`src/rtl/zero_detect_mult.sv`:
```
// rtl/zero_detect_mult.sv - registered WIDTHxWIDTH multiplier with operand zero detection
//
// Purpose:
//   One product per accepted input, one clock after acceptance. A zero on
//   either operand bypasses the multiplier array: the array operands are gated
//   to zero, the product is forced to zero and the op is flagged as skipped.
//
// Parameters:
//   WIDTH   operand width in bits; the product is 2*WIDTH bits
//   SIGNED  0 = unsigned operands, 1 = two's-complement operands and product
//
// Ports:
//   clk         clock, all state updates on the rising edge
//   rst         synchronous active-high reset
//   valid_in    input qualifier, a/b are sampled when high
//   a, b        operands (WIDTH bits)
//   result      registered product (2*WIDTH bits)
//   skipped     registered, 1 when the accepted op had a zero operand
//   valid_out   registered one-cycle pulse per accepted op
//   skip_count  saturating count of accepted zero ops     (ZDM_STATS_EN only)
//   op_count    saturating count of accepted ops          (ZDM_STATS_EN only)
//
// Build option:
//   ZDM_STATS_EN  when defined, adds the skip_count/op_count statistics ports.

module zero_detect_mult #(
    parameter int WIDTH  = 8,
    parameter bit SIGNED = 1'b0
) (
    input  logic                 clk,
    input  logic                 rst,
    input  logic                 valid_in,
    input  logic [WIDTH-1:0]     a,
    input  logic [WIDTH-1:0]     b,
    output logic [2*WIDTH-1:0]   result,
    output logic                 skipped,
    output logic                 valid_out
`ifdef ZDM_STATS_EN
    ,
    output logic [31:0]          skip_count,
    output logic [31:0]          op_count
`endif
);

    localparam int PW = 2 * WIDTH;

    logic              zero;
    logic              mul_en;
    logic [WIDTH-1:0]  op_a;
    logic [WIDTH-1:0]  op_b;
    logic [PW-1:0]     ext_a;
    logic [PW-1:0]     ext_b;
    logic [PW-1:0]     product;

    logic [PW-1:0]     result_d,  result_q;
    logic              skipped_d, skipped_q;
    logic              valid_d,   valid_q;

    // Zero detect works on the raw operand bits.
    assign zero   = (a == '0) || (b == '0);
    // The array only sees live operands on a non-zero accepted op; otherwise
    // its inputs are held at zero so it does not toggle.
    assign mul_en = valid_in && !zero;
    assign op_a   = mul_en ? a : '0;
    assign op_b   = mul_en ? b : '0;

    // Operands are extended to the full product width. For two's complement
    // the sign-extended product taken modulo 2^PW is the exact signed result,
    // so one unsigned partial-product array serves both modes.
    always_comb begin
        ext_a = '0;
        ext_b = '0;
        if (SIGNED) begin
            ext_a = {{WIDTH{op_a[WIDTH-1]}}, op_a};
            ext_b = {{WIDTH{op_b[WIDTH-1]}}, op_b};
        end else begin
            ext_a = {{WIDTH{1'b0}}, op_a};
            ext_b = {{WIDTH{1'b0}}, op_b};
        end
    end

    // Shift-and-add partial-product array, truncated to PW bits.
    always_comb begin
        product = '0;
        for (int i = 0; i < PW; i++) begin
            if (ext_b[i]) begin
                product = product + (ext_a << i);
            end
        end
    end

    // Next state: result/skipped only move on an accepted op and hold
    // otherwise; valid_out follows valid_in with one cycle of latency.
    always_comb begin
        result_d  = result_q;
        skipped_d = skipped_q;
        valid_d   = valid_in;
        if (valid_in) begin
            result_d  = zero ? '0 : product;
            skipped_d = zero;
        end
    end

    always_ff @(posedge clk) begin
        if (rst) begin
            result_q  <= '0;
            skipped_q <= 1'b0;
            valid_q   <= 1'b0;
        end else begin
            result_q  <= result_d;
            skipped_q <= skipped_d;
            valid_q   <= valid_d;
        end
    end

    assign result    = result_q;
    assign skipped   = skipped_q;
    assign valid_out = valid_q;

`ifdef ZDM_STATS_EN
    logic [31:0] op_cnt_d,   op_cnt_q;
    logic [31:0] skip_cnt_d, skip_cnt_q;

    // Saturating counters, advanced on the same edge that registers the result.
    always_comb begin
        op_cnt_d   = op_cnt_q;
        skip_cnt_d = skip_cnt_q;
        if (valid_in) begin
            if (op_cnt_q != 32'hFFFF_FFFF) begin
                op_cnt_d = op_cnt_q + 32'd1;
            end
            if (zero && (skip_cnt_q != 32'hFFFF_FFFF)) begin
                skip_cnt_d = skip_cnt_q + 32'd1;
            end
        end
    end

    always_ff @(posedge clk) begin
        if (rst) begin
            op_cnt_q   <= '0;
            skip_cnt_q <= '0;
        end else begin
            op_cnt_q   <= op_cnt_d;
            skip_cnt_q <= skip_cnt_d;
        end
    end

    assign op_count   = op_cnt_q;
    assign skip_count = skip_cnt_q;
`endif

endmodule

```
`config.mk`:
```
export PLATFORM = sky130hd
export DESIGN_NAME = zero_detect_mult
export DESIGN_NICKNAME = d
export VERILOG_FILES = /design/src/rtl/zero_detect_mult.sv
export SDC_FILE = /design/constraint.sdc
export NUM_CORES = 1
export LEC_CHECK = 0
export BUFFER_PORTS_ARGS = -buffer_cell sky130_fd_sc_hd__buf_2
export CAP_MARGIN = 5
export CORE_ASPECT_RATIO = 1.1
export CORE_MARGIN = 3
export CORE_UTILIZATION = 45
export DETAILED_ROUTE_END_ITERATION = 10
export PLACE_DENSITY_LB_ADDON = 0.25
export SLEW_MARGIN = 15
export SYNTH_ARGS = -nofsm -noshare
export SYNTH_HDL_FRONTEND = slang
export SYNTH_SLANG_ARGS = --single-unit
```
`constraint.sdc`:
```
create_clock -name clk -period 21.4 [get_ports clk]
set_input_delay 2.14 -clock clk [delete_from_list [all_inputs] [get_ports clk]]
set_output_delay 2.14 -clock clk [all_outputs]
set_load 0.005 [all_outputs]
```
==> results.cfg, run 1 <==
[global_route]
grt_max_degree = 26
overflow = 0
grt_pass1_wl_um = 19100
antenna_found_initial = 0
gr-usage-all-layers_pct = 23.5
grt_pass1_vias = 3896

[clocking]
ctsRootBufferMaster = clkbuf_8
cts_hold_buf = 0
cts_num_sinks = 18
cts_setup_buffers = 0
cts_buffer_depth = 2
numCtsBuffers = 3
cts_tree = built
worstSkewPairLatency_ns = 0.25
cts-htree-levels = 1
ctsResizeCount = 0
clk_pin_slew_ns = 0.07

[sta]
fin_crit_sh_pct = 60.2
fmax_ghz = 0.0776
skew_ns = 0
worst_pin_slew_ns = 0.755
period_needed_ns = 12.88
slew-limit-headroom_pct = 49.7
drv_slew = 0
setup_viol = 0
rsz0062_at_grt = no
timing.hold.ws_ns = 0.459
timing.final.hold_violations = 0
tns_ns = 0

[yosys]
async_flop_share_pct = 0
netlist_area_sq_um = 3980
synth-edff-count = 0
yosysWarnings = 0
synth_cell_type_count = 68
ys.flop_type = dfxtp_1
yosysSeqAreaShare_pct = 9.05
synth_area_per_cell_sq_um = 7.38
synth_seq_cells = 18
synth.top_cell.area_share_pct = 17.3
synth_fp_nets = 620
ys_top_cells_by_count = ha_1, nor2_1, a21oi_1, nand2_1, o21ai_0
yosys.area.top_type = ha_1
synth_cells = 539
synth_area_leaders = ha_1, dfxtp_1, nor2_1

[die]
die_area_sq_um = 10000
die_h_um = 105
die_w_um = 95.7
initial_core_util_pct = 46.8
fp-row-count = 35
pin_count = 37
core-area_sq_um = 8500

[setup_path]
crit_type = primary input to flip-flop
critPathMaxFanout = 25
crit_arrival_ns = 13.03
cp-end-kind = flip-flop
critPathBufInv = 2
crit_required_ns = 21.55
start_kind = primary input
max_stage_delay_ns = 0.70
crit_path_top_delay_cell = and3_1
cp_top_family = simple AND/OR/NAND/NOR gates
cp_common_cell = ha_1

[run_status]
status = completed

[power_and_ir_drop]
ir_worst_vdd_v = 0.0000182
power_density_nw_per_um2 = 38.8
p_leak_nw = 2.03
netSwitchingPower_mw = 0.0713
pwr-share-seq_pct = 22.3
switching_share_pct = 43.1
p_comb_share_pct = 61.0
clkPwrFrac_pct = 16.6
power.internal_mw = 0.0940

[placed_design]
dp_cells = 664
gp_congestion = 0.874
numPortBuffers = 36
dpl.hpwl_um = 9230

[route]
routed_wl_um = 11800
post_drt_wl_per_cell_um = 17.7
vias = 4257
drt_iter0_markers = 317
drc_errors = 0
ant_nets = 0
vias_per_cell = 6.37
first_pass_iters = 6

[min_path]
hold_path_class = flip-flop to flip-flop

[run]
cap_viol_max_count = 0

[finish]
syn_to_final_growth_pct = 7.14
finalNonFillerCells = 668
num_antenna_cells = 0
nNetsFinal = 639
drive_above_1_share_pct = 11.5
-- path summary, 6_finish.rpt --
path	end	start	slack, ns	depth (start not counted)
worst max-delay path	result[13]	a[7]	8.52	44
worst min-delay path	result[0]	result[0]	0.46	2
worst max register to register	result[6]	result[6]	20.42	3
worst min register to register	result[0]	result[0]	0.46	2
-- sequential cells by signal (all words and copies together), names as in the netlist --
name and cells:
result 16, skipped 1, valid_out 1
-- cells by family (layout without fill, tap and decap cells) --
family | after synthesis | after routing | share of synthesized area, %
AOI/OAI and AO/OA | 201 | 201 | 35.2
and+or+nand+nor | 183 | 183 | 23.3
adders and majority gates | 62 | 62 | 20.8
buffers and inverters | 43 | 61 | 4.34
xor gates and xnor gates | 25 | 25 | 5.50
DFF | 18 | 18 | 9.05
muxes | 7 | 7 | 1.82
-- worst register-to-register path: stages, from the launching register on --
cell	delay (ns)
dfxtp_1	0.32
a22o_1	0.25
o21ba_2	0.22
o21a_1	0.09
-- per-stage QoR --
stage                     worst slack (ns)  instance area [sq um]  utilization, %  total power, mW
final                                 8.52                   4260            50.2            0.165
after global routing                  7.70                   4260            50.2            0.179
after CTS                             8.54                   4260            50.2            0.164
after detailed placement              8.30                   4210            49.5            0.136
after global placement                8.63                   4210            49.5            0.134
after floorplan                       9.31                   3980               -            0.113
-- power by group through the flow --
stage	Sequential, mW	Clock [mW]	Combinational (mW)
after floorplan	0.0377	0	0.0754
after global placement	0.0376	0	0.0963
after detailed placement	0.0376	0	0.0986
after CTS	0.0369	0.0279	0.0995
after global routing	0.0371	0.0305	0.112
final	0.0369	0.0275	0.101
-- cells in the final DEF, fill, tap and decap left out, types with 9 or more instances in the layout --
| cell type | n |
|---|---|
| nor2_1 | 55 |
| ha_1 | 55 |
| nand2_1 | 37 |
| a21oi_1 | 37 |
| o21ai_0 | 36 |
| buf_2 | 36 |
| and3_1 | 21 |
| inv_1 | 19 |
| a21o_1 | 18 |
| dfxtp_1 | 18 |
| a211oi_1 | 16 |
| xnor2_1 | 15 |
| nor3_1 | 11 |
| o21bai_1 | 10 |
| xor2_1 | 10 |
| o21a_1 | 9 |
-- final cells by class --
class | instances | area, sq um
Inverter | 20 | 75.1
Fill cell | 838 | 4230
Multi-Input combinational cell | 478 | 3450
Sequential cell | 18 | 360
Tap cell | 111 | 139
Clock buffer | 4 | 55.1
Timing Repair Buffer | 37 | 188
-- metal layers --
layer | wire, um | GRT usage [%] | share of wire, %
met5 | 0 | 0 | 0
met3 | 769 | 3.67 | 6.5
met1 | 5420 | 33.3 | 46
met2 | 5540 | 37.5 | 47
met4 | 114 | 4.57 | 0.96
Power figures use the tool's default switching activity.
==> run 2, diff against run 1 <==
- clock period: 21.4 -> 11.2 ns (I/O delays scaled with it)
==> run 2 against run 1 <==
  * First-iteration DRC count is 3.8% lower
  * Power is 100% higher
  * Final area is 7.5% higher
  * Non-clock buffer count is 31 higher
  * Critical path type unchanged
  * Largest power group unchanged
==> results.cfg, run 2 (synthesized netlist as in run 1, its figures left out) <==
[run_status]
status = completed

[die]
initial_core_util_pct = 46.8
fp-row-count = 35
die_area_sq_um = 10000
core-area_sq_um = 8500
pin_count = 37
die_h_um = 105
die_w_um = 95.7

[power_and_ir_drop]
power_density_nw_per_um2 = 72.6
netSwitchingPower_mw = 0.142
power.internal_mw = 0.191
ir_worst_vdd_v = 0.0000440
pwr-share-seq_pct = 21.2
p_total_mw = 0.333
p_leak_nw = 2.20
switching_share_pct = 42.6
p_comb_share_pct = 63.1
clkPwrFrac_pct = 15.7

[setup_path]
ff2ff_path_depth = 3
crit_path_top_delay_cell = or4b_2
cp_top_family = compound AO/OA/AOI/OAI gates
critPathBufInv = 3
cp_common_cell = ha_1
crit_required_ns = 11.37
crit_arrival_ns = 10.99
crit_type = primary input to flip-flop
cp-end-kind = flip-flop
max_stage_delay_ns = 0.63
start_kind = primary input
critPathMaxFanout = 9
r2r-start = result[6]
reg2reg_to = result[6]
rrSetupSlack_ns = 10.21

[sta]
slew-limit-headroom_pct = 62.3
skew_ns = 0
timing.final.hold_violations = 0
timing.hold.ws_ns = 0.469
setup_viol = 0
drv_slew = 0
fmax_ghz = 0.0924
worst_slack_ns = 0.379
fin_crit_sh_pct = 96.6
period_needed_ns = 10.82
worst_pin_slew_ns = 0.564

[global_route]
grt_pass1_wl_um = 19300
grt_pass1_vias = 3989
overflow = 0
grt_max_degree = 22
gr-usage-all-layers_pct = 23.6
antenna_found_initial = 0

[route]
drc_errors = 0
post_drt_wl_per_cell_um = 17.5
ant_nets = 0
vias_per_cell = 6.26
vias = 4376
first_pass_iters = 5
routed_wl_um = 12300
drt_iter0_markers = 305

[run]
cap_viol_max_count = 0

[clocking]
cts_tree = built
cts_num_sinks = 18
clk_pin_slew_ns = 0.07
numCtsBuffers = 3
cts_hold_buf = 0
cts-htree-levels = 1
cts_buffer_depth = 2
ctsRootBufferMaster = clkbuf_8
worstSkewPairLatency_ns = 0.25

[finish]
largest_reg_flops = 16
finalNonFillerCells = 699
syn_to_final_growth_pct = 15.1
num_antenna_cells = 0
layout_commonest_cell = nor2_1
drive_above_1_share_pct = 19.4
mostFrequentLayoutCells = nor2_1, ha_1, nand2_1
final_area_sq_um = 4580
fillers = 808
nNetsFinal = 670

[min_path]
hold_path_class = flip-flop to flip-flop
min-delay-start = result[4]
holdPathEnd = result[4]
worstHoldPathCells = 2

[placed_design]
numPortBuffers = 36
place_area_sq_um = 4420
place_ws_ns = -0.147
dpl.hpwl_um = 9600
gp_congestion = 0.983
dp_cells = 692
## run 2: cell count changes in the layout (fill, tap and decap cells not counted), moves of 2 or more
cell | before | now
a21oi_1 | 37 | 32
a21oi_2 | 0 | 5
buf_4 | 1 | 32
ha_1 | 55 | 53
nor2b_1 | 8 | 6
nor2b_2 | 0 | 2
o21ai_0 | 36 | 31
o21ai_1 | 0 | 4
## run 2: worst max path at each step
stage | slack, ns | depth (start not counted) | startpoint | end
floorplan | 0.13 | 45 | a[7] | result[13]
global placement | 0.13 | 48 | a[7] | result[13]
detailed placement | -0.15 | 45 | a[7] | result[13]
CTS | 0.1 | 47 | a[7] | result[13]
global route | -0.06 | 48 | a[0] | result[14]
finish | 0.38 | 47 | a[0] | result[14]
## run 2: cell type report
| class | instances | area (sq um) | area share, % |
|---|---|---|---|
| Multi-Input combinational cell | 478 | 3530 | 77.1 |
| Inverter | 20 | 75.1 | 1.64 |
| Sequential cell | 18 | 360 | 7.86 |
| Timing Repair Buffer | 68 | 420 | 9.18 |
| Tap cell | 111 | 139 | 3.03 |
| Clock buffer | 4 | 55.1 | 1.20 |
## run 2: timing repair
item / CTS / global route
hold endpoints to repair: 0 / 0
setup buffers: 0 / 3
gates resized for setup: 0 / 26
endpoints found under the setup margin: 0 / 5
## run 2: power groups by stage
stage | Clock (mW) | Combinational [mW] | Sequential (mW)
floorplan | 0 | 0.144 | 0.0721
global placement | 0 | 0.192 | 0.0717
detailed placement | 0 | 0.196 | 0.0719
CTS | 0.0532 | 0.197 | 0.0705
global route | 0.0556 | 0.231 | 0.0709
finish | 0.0522 | 0.210 | 0.0705
## run 2: stage by stage
| step | utilization, % | setup TNS (ns) |
|---|---|---|
| after CTS | 52.7 | 0 |
| after global placement | 52.0 | 0 |
| after floorplan | - | 0 |
| after detailed placement | 52.0 | -0.357 |
| after global routing | 53.9 | -0.0843 |
| final | 53.9 | 0 |
## run 2: worst min-delay path, stage by stage, from the launching register on
cell and delay (ns):
dfxtp_1 0.31, nand2_1 0.06, a21oi_1 0.05
## run 2: routing by layer
metal / global-route usage (%) / wire (um) / up-vias
li1: - / - / 2136
met1: 34.6 / 5710 / 2049
met2: 37.6 / 5520 / 173
met3: 1.51 / 780 / 18
met4: 4.98 / 242 / 0
met5: 0 / 0 / -
==> run 3, diff against run 2 <==
- CORE_UTILIZATION: 45 -> 28
==> run 3 against run 2 <==
  * Flip-flop and latch count stayed put
  * Clock skew stayed put
  * Maximum frequency is 1.7% higher
  * Register-to-register slack better by 0.03 ns
  * Non-clock buffer count is 16 higher
  * Clock-buffer cell count stayed put
  * Clock power is 52% higher
  * Via count is 1.0% higher
  * Die area is 57% higher
  * Final cell count is 13% higher
==> results.cfg, run 3 (synthesized netlist as in run 1, its figures left out) <==
[run_status]
status = completed

[finish]
final_util_pct = 35.4
syn_to_final_growth_pct = 23.2
num_antenna_cells = 0
layout_commonest_cell = nor2_1
finalNonFillerCells = 792
mostFrequentLayoutCells = nor2_1, ha_1, buf_4
drive_above_1_share_pct = 23.0
largest_reg_flops = 16
nNetsFinal = 686

[setup_path]
crit_path_top_delay_cell = or4b_2
cp-end-kind = flip-flop
crit_required_ns = 11.35
critPathMaxFanout = 12
max_stage_delay_ns = 0.63
ff2ff_path_depth = 2
start_kind = primary input
crit_arrival_ns = 10.79
crit_type = primary input to flip-flop
cp_common_cell = ha_1

[placed_design]
numPortBuffers = 36
dp_cells = 784
dpl.hpwl_um = 10800
gp_congestion = 0.924

[sta]
setup_viol = 0
worst_pin_slew_ns = 0.628
period_needed_ns = 10.64
fin_crit_sh_pct = 95.0
tns_ns = 0
drv_slew = 0
slew-limit-headroom_pct = 57.9
skew_ns = 0
timing.final.hold_violations = 0
fmax_ghz = 0.0940

[power_and_ir_drop]
pwr-share-seq_pct = 18.7
ir_worst_vdd_v = 0.0000462
power_density_nw_per_um2 = 77.0
power.internal_mw = 0.226
p_leak_nw = 2.29
switching_share_pct = 40.1
netSwitchingPower_mw = 0.151
p_comb_share_pct = 60.3
clkPwrFrac_pct = 21.0

[route]
drc_errors = 0
first_pass_iters = 5
routed_wl_um = 13600
vias = 4421
ant_nets = 0
vias_per_cell = 5.58
post_drt_wl_per_cell_um = 17.2
drt_iter0_markers = 275

[clocking]
cts_hold_buf = 0
cts-htree-levels = 1
worstSkewPairLatency_ns = 0.25
cts_tree = built
numCtsBuffers = 3
cts_buffer_depth = 2
cts_num_sinks = 18
clk_pin_slew_ns = 0.05
ctsRootBufferMaster = clkbuf_16

[die]
core-area_sq_um = 13900
initial_core_util_pct = 28.7
die_area_sq_um = 15700
pin_count = 37
die_w_um = 120
die_h_um = 131
fp-row-count = 45

[min_path]
worstHoldPathCells = 2
hold_path_class = flip-flop to flip-flop

[global_route]
antenna_found_initial = 0
grt_pass1_vias = 4205
grt_pass1_wl_um = 21700
gr-usage-all-layers_pct = 16.9
overflow = 0
grt_max_degree = 22

[run]
cap_viol_max_count = 0
run 3: critical path, delay by kind of cell:
kind,cells,cell delay [ns]
compound gates,20,3.46
xor+xnor,4,0.83
fa+ha+maj,8,2.30
buf+inv,4,0.54
mux,1,0.31
simple gates,10,2.24
run 3: through the flow:
stage | power, mW | hold WS [ns] | setup slack, ns | instance area (sq um)
2_1_floorplan | 0.216 | 0.457 | 0.134 | 3980
3_3_place_gp | 0.277 | 0.448 | 0.0658 | 4630
3_5_place_dp | 0.282 | 0.458 | -0.118 | 4630
4_1_cts | 0.363 | 0.465 | 0.0949 | 4720
5_1_grt | 0.407 | 0.485 | -0.00221 | 4900
6_report | 0.377 | 0.471 | 0.561 | 4900
run 3: per-layer routing:
layer	vias to the layer above	wire (um)	global-route usage, %	part of all wire (%)
li1	2168	-	-	-
met1	2104	6380	22.9	47
met2	130	6310	29.4	46
met3	19	679	1.42	5.0
met4	0	244	3.77	1.8
met5	-	0	0	0
run 3: path summary, 6_finish.rpt:
check | from | end | slack, ns
worst max register to register | result[13] | result[13] | 10.24
worst max-delay path | a[6] | result[13] | 0.56
worst min-delay path | result[4] | result[4] | 0.47
worst min register to register | result[4] | result[4] | 0.47
run 3: power by group through the flow:
stage | combinational [mW] | sequential, mW | clock, mW
after floorplan | 0.144 | 0.0721 | 0
after global placement | 0.206 | 0.0717 | 0
after detailed placement | 0.210 | 0.0719 | 0
after CTS | 0.211 | 0.0706 | 0.0808
after global routing | 0.253 | 0.0710 | 0.0824
final | 0.227 | 0.0706 | 0.0794
run 3: final cells by class:
class / count / area (sq um)
Multi-Input combinational cell: 478 / 3600
Clock buffer: 4 / 88.8
Inverter: 20 / 75.1
Tap cell: 188 / 235
Fill cell: 1483 / 8950
Sequential cell: 18 / 360
Timing Repair Buffer: 84 / 541
run 3: repair_timing:
item                                    CTS  global route
endpoints found under the setup margin    0             6
buffers inserted                          0             4
resized for setup                         0            37
